**config.mk**
```make
export PLATFORM = sky130hd
export DESIGN_NAME = wptr_full_ctrl
export DESIGN_NICKNAME = d
export VERILOG_FILES = /design/src/rtl/async_fifo_pkg.sv /design/src/rtl/sync_r2w.sv /design/src/rtl/wptr_full_ctrl.sv
export SDC_FILE = /design/constraint.sdc
export NUM_CORES = 1
export LEC_CHECK = 0
export CORE_MARGIN = 1.5
export CORE_UTILIZATION = 40
export CTS_CLUSTER_DIAMETER = 30
export CTS_CLUSTER_SIZE = 8
export DETAILED_ROUTE_END_ITERATION = 7
export PLACE_DENSITY = 0.68
export SKIP_CTS_REPAIR_TIMING = 1
export SYNTH_ARGS = -nofsm -noshare
export SYNTH_HDL_FRONTEND = slang
export SYNTH_SLANG_ARGS = --single-unit
```
**constraint.sdc**
```tcl
create_clock -name wclk -period 2.2 [get_ports wclk]
set_input_delay 0.44 -clock wclk [delete_from_list [all_inputs] [get_ports wclk]]
set_output_delay 0.44 -clock wclk [all_outputs]
set_load 0.03 [all_outputs]
```
**src/rtl/async_fifo_pkg.sv**
```systemverilog
// Async FIFO shared types and Gray-code helpers.
// Used by both write-side and read-side pointer controllers.
package async_fifo_pkg;

  localparam int unsigned PTR_MAXW = 32;

  // Callers zero-extend pointers into ptr_t and size-cast the result back.
  typedef logic [PTR_MAXW-1:0] ptr_t;

  function automatic int unsigned fifo_depth(input int unsigned asize);
    return 32'd1 << asize;
  endfunction

  function automatic ptr_t bin2gray(input ptr_t b);
    return b ^ (b >> 1);
  endfunction

  function automatic ptr_t gray2bin(input ptr_t g);
    ptr_t b;
    b[PTR_MAXW-1] = g[PTR_MAXW-1];
    for (int i = PTR_MAXW - 2; i >= 0; i--) begin
      b[i] = b[i+1] ^ g[i];
    end
    return b;
  endfunction

endpackage

```
**src/rtl/sync_r2w.sv**
```systemverilog
// Read-pointer synchronizer into the write clock domain.
// Plain flop chain; nothing else sits on the crossing path.
module sync_r2w #(
  parameter int unsigned W      = 5,
  parameter int unsigned STAGES = 2
) (
  input  logic         wclk,
  input  logic         wrst_n,
  input  logic [W-1:0] rptr,
  output logic [W-1:0] wq2_rptr
);

  logic [STAGES-1:0][W-1:0] sync_q;

  always_ff @(posedge wclk or negedge wrst_n) begin
    if (!wrst_n) begin
      sync_q <= '0;
    end else begin
      sync_q <= {sync_q[STAGES-2:0], rptr};
    end
  end

  assign wq2_rptr = sync_q[STAGES-1];

endmodule

```
**src/rtl/wptr_full_ctrl.sv**
```systemverilog
// Async FIFO write-side pointer, full, level and overflow control.
// Optional almost-full output: define WPTR_FULL_AFULL_EN.
module wptr_full_ctrl
  import async_fifo_pkg::*;
#(
  parameter int unsigned ADDRSIZE     = 4,
  parameter int unsigned SYNC_STAGES  = 2,
  parameter int unsigned AFULL_THRESH = (1 << ADDRSIZE) - 2
) (
  input  logic                wclk,
  input  logic                wrst_n,
  input  logic                winc,
  input  logic [ADDRSIZE:0]   rptr,
  output logic [ADDRSIZE:0]   wptr,
  output logic [ADDRSIZE-1:0] waddr,
  output logic                wclken,
  output logic                wfull,
  output logic [ADDRSIZE:0]   wlevel,
  output logic                wovf,
  output logic                wafull
);

  localparam int unsigned A  = ADDRSIZE;
  localparam int unsigned PW = ADDRSIZE + 1;

  logic [PW-1:0] wq2_rptr;
  logic [PW-1:0] rbin;
  logic [PW-1:0] wbin_q, wbin_d;
  logic [PW-1:0] wgray_q, wgray_d;
  logic [PW-1:0] wlevel_q, wlevel_d;
  logic [PW-1:0] full_cmp;
  logic          wfull_q, wfull_d;
  logic          wovf_q, wovf_d;
  logic          push;

  sync_r2w #(
    .W      (PW),
    .STAGES (SYNC_STAGES)
  ) u_sync_r2w (
    .wclk     (wclk),
    .wrst_n   (wrst_n),
    .rptr     (rptr),
    .wq2_rptr (wq2_rptr)
  );

  assign push     = winc & ~wfull_q;
  assign rbin     = PW'(gray2bin(ptr_t'(wq2_rptr)));
  // Full when write is a lap ahead: top two Gray bits inverted.
  assign full_cmp = {~wq2_rptr[A:A-1], wq2_rptr[A-2:0]};

  always_comb begin
    wbin_d   = wbin_q + PW'(push);
    wgray_d  = PW'(bin2gray(ptr_t'(wbin_d)));
    wfull_d  = (wgray_d == full_cmp);
    wlevel_d = wbin_d - rbin;
    wovf_d   = wovf_q | (winc & wfull_q);
  end

  always_ff @(posedge wclk or negedge wrst_n) begin
    if (!wrst_n) begin
      wbin_q   <= '0;
      wgray_q  <= '0;
      wfull_q  <= 1'b0;
      wlevel_q <= '0;
      wovf_q   <= 1'b0;
    end else begin
      wbin_q   <= wbin_d;
      wgray_q  <= wgray_d;
      wfull_q  <= wfull_d;
      wlevel_q <= wlevel_d;
      wovf_q   <= wovf_d;
    end
  end

`ifdef WPTR_FULL_AFULL_EN
  logic wafull_q;

  always_ff @(posedge wclk or negedge wrst_n) begin
    if (!wrst_n) begin
      wafull_q <= 1'b0;
    end else begin
      wafull_q <= ({1'b0, wlevel_d} >= (PW+1)'(AFULL_THRESH));
    end
  end

  assign wafull = wafull_q;
`else
  assign wafull = 1'b0;
`endif

  assign wptr   = wgray_q;
  assign waddr  = wbin_q[A-1:0];
  assign wclken = push;
  assign wfull  = wfull_q;
  assign wlevel = wlevel_q;
  assign wovf   = wovf_q;

endmodule
```
==> flow_summary.ini <==
[clocking]
cts-buffers-inserted = 3
insertion_delay_ns = 0.32
h-tree-depth = 1
tritoncts = built
clkSinkCount = 26
root_buffer = clkbuf_4
path_clk_slew_ns = 0.14
cts_buffer_depth = 2

[setup_path]
cp.arrival_ns = 2.52
cp_max_fo = 2
critPathLaunchType = register
crit_path_end = wlevel[4]
reg2reg_depth = 10
path_class = register to register
timing.rr.start = u_sync_r2w.wq2_rptr[4]
setup.worst_path.start = u_sync_r2w.wq2_rptr[4]
regToRegSetupSlack_ns = -0.05
crit_required_ns = 2.46
cp-end-kind = register
reg2reg_to = wlevel[4]

[run]
maxCapViolations = 0

[min_path]
hold_path_class = register to register
worstHoldStart = u_sync_r2w.sync_q[1]

[timing]
fin_tns_setup_ns = -0.0545
finalSetupViolCount = 1
worst_slack_ns = -0.0545
post-route-period-util_pct = 102
max_freq_mhz = 444
timing.hold.ws_ns = 0.365
skew_ns = 0.0110
finalCriticalPeriod_ns = 2.25
hold_viol_final = 0
rsz0062_at_grt = true
slew_viol_final = 0

[routing]
wl_per_cell_um = 12.6
dr.first_iter.drc_count = 11
num_vias = 815
highest_layer = met4
dr.pass1.iters = 4
vias_per_cell = 4.82
wl_met1_um = 901
ant_nets = 0
wl_met2_um = 1130
drc = 0
wl_met3_um = 76
wirelength_um = 2130

[finish]
seq_area_um2 = 653
multi_input_comb_area_um2 = 569
drive_gt1_share_pct = 33.3
fin_nets = 154
layout_common_cells = 24 x dfrtp_1, 23 x clkdlybuf4s50_1, 21 x buf_4
stdcell_count = 169
diodes = 0
fill_cells = 245
area_growth_pct = 41.5
mostFrequentLayoutCell = dfrtp_1

[yosys]
synth_cells = 94
ys_warn_count = 0
ys_seq_elements = 26
synth_area_um2 = 1230
synth_seq_area_share_pct = 53.0
synth-main-ff-cell = dfrtp_1
synth.largest_area_cell = dfrtp_1
synth_cell_types = 31
synth_area_leaders = dfrtp_1 53%, xnor2_1 6.4%, ha_1 6.1%
synth_top_area_share_pct = 53.0
synth_nets = 109
synth_edf_count = 0
ys_async_sr_fraction_pct = 100
syn-mean-instance-area_um2 = 13.1

[die]
start_util_pct = 43.4
die_area_um2 = 3410
die_h_um = 58.4
fp.coreArea_um2 = 2830
num_io_pins = 26
num_rows = 19
die_w_um = 58.4

[global_route]
grt_pass1_vias = 814
grt_usage_pct = 13.9
grt_max_degree = 27
overflow = 0
grt_pass1_wl_um = 3570
antenna_found_initial = 0

[placement]
finalWeightedCongestion = 0.796
place_inst = 163
io_buffer_count = 24
dp_hpwl_um = 1670

[run_status]
violations = negative setup slack
outcome = finished, violations left

[pwr]
ir_drop_mv = 0.691
leakagePower_nw = 0.808
finalPower_mw = 2.98
powerDensity_nw_per_um2 = 1710
## report_power, final
part / total [mW] / switching, mW / leakage, nW / internal (mW)
sequential: 0.806 / 0.152 / 0.303 / 0.654
clock: 0.326 / 0.141 / 0.0279 / 0.184
combinational: 1.85 / 0.900 / 0.477 / 0.947
## logic make-up (layout without fill, tap and decap cells)
family / count (synthesis) / count (layout) / share of synthesized area, %
AOI/OAI and AO/OA: 17 / 17 / 10.8
DFF: 26 / 26 / 53.0
other: 1 / 1 / 0.305
buffers and inverters: 12 / 56 / 5.60
and+or+nand+nor: 9 / 9 / 4.28
adders and majority gates: 7 / 7 / 7.74
xor gates and xnor gates: 20 / 20 / 16.7
muxes: 2 / 2 / 1.63
## per-layer routing
metal / up-vias / global-route usage [%]
met5: - / 0
met4: 0 / 4.98
met3: 2 / 1.98
met2: 19 / 24.1
met1: 398 / 17.8
li1: 396 / -
## metrics by stage
step                util (%)  cell area, um2  setup WS (ns)
floorplan                  -            1270        -0.0387
global placement        58.2            1650         -0.301
detailed placement      58.2            1650         -0.433
CTS                     60.1            1700         -0.108
global route            61.5            1740         -0.156
finish                  61.5            1740        -0.0545
## flip-flops by register name, summed over array words and instances (netlist names)
signal               cells
u_sync_r2w.wq2_rptr      5
wovf                     1
wbin_q                   5
wfull                    1
u_sync_r2w.sync_q        5
wptr                     4
wlevel                   5
## synth_stat cells, types with 2 or more instances
cell     number
xnor2_2       4
a21o_1        3
mux2i_1       2
inv_1         7
buf_6         2
buf_4         2
ha_1          6
a21oi_1       3
xnor2_1       9
dfrtp_1      26
nor2b_1       2
a211o_1       2
nand2_1       2
xor2_1        7
## how the worst min path moves through the flow
stage	end	depth (start not counted)
floorplan	u_sync_r2w.sync_q[0]	0
global placement	u_sync_r2w.wq2_rptr[0]	0
detailed placement	u_sync_r2w.wq2_rptr[1]	0
CTS	u_sync_r2w.wq2_rptr[1]	0
global route	u_sync_r2w.wq2_rptr[1]	0
finish	u_sync_r2w.wq2_rptr[1]	0
## cell type report
type,count,share of cell area (%)
Clock inverter,1,1.73
Inverter,7,1.51
Tap cell,31,2.23
Sequential cell,26,37.6
Multi-Input combinational cell,56,32.7
Timing Repair Buffer,45,22.9
Clock buffer,3,1.29
## critical path: stages (launching register included)
cell,delay [ns]
dfrtp_1,0.43
xnor2_2,0.22
xnor2_2,0.17
xor2_2,0.19
xnor2_1,0.14
ha_2,0.19
inv_2,0.04
fa_2,0.33
a21o_1,0.20
a21oi_2,0.14
xnor2_1,0.13
Power figures use the tool's default switching activity.
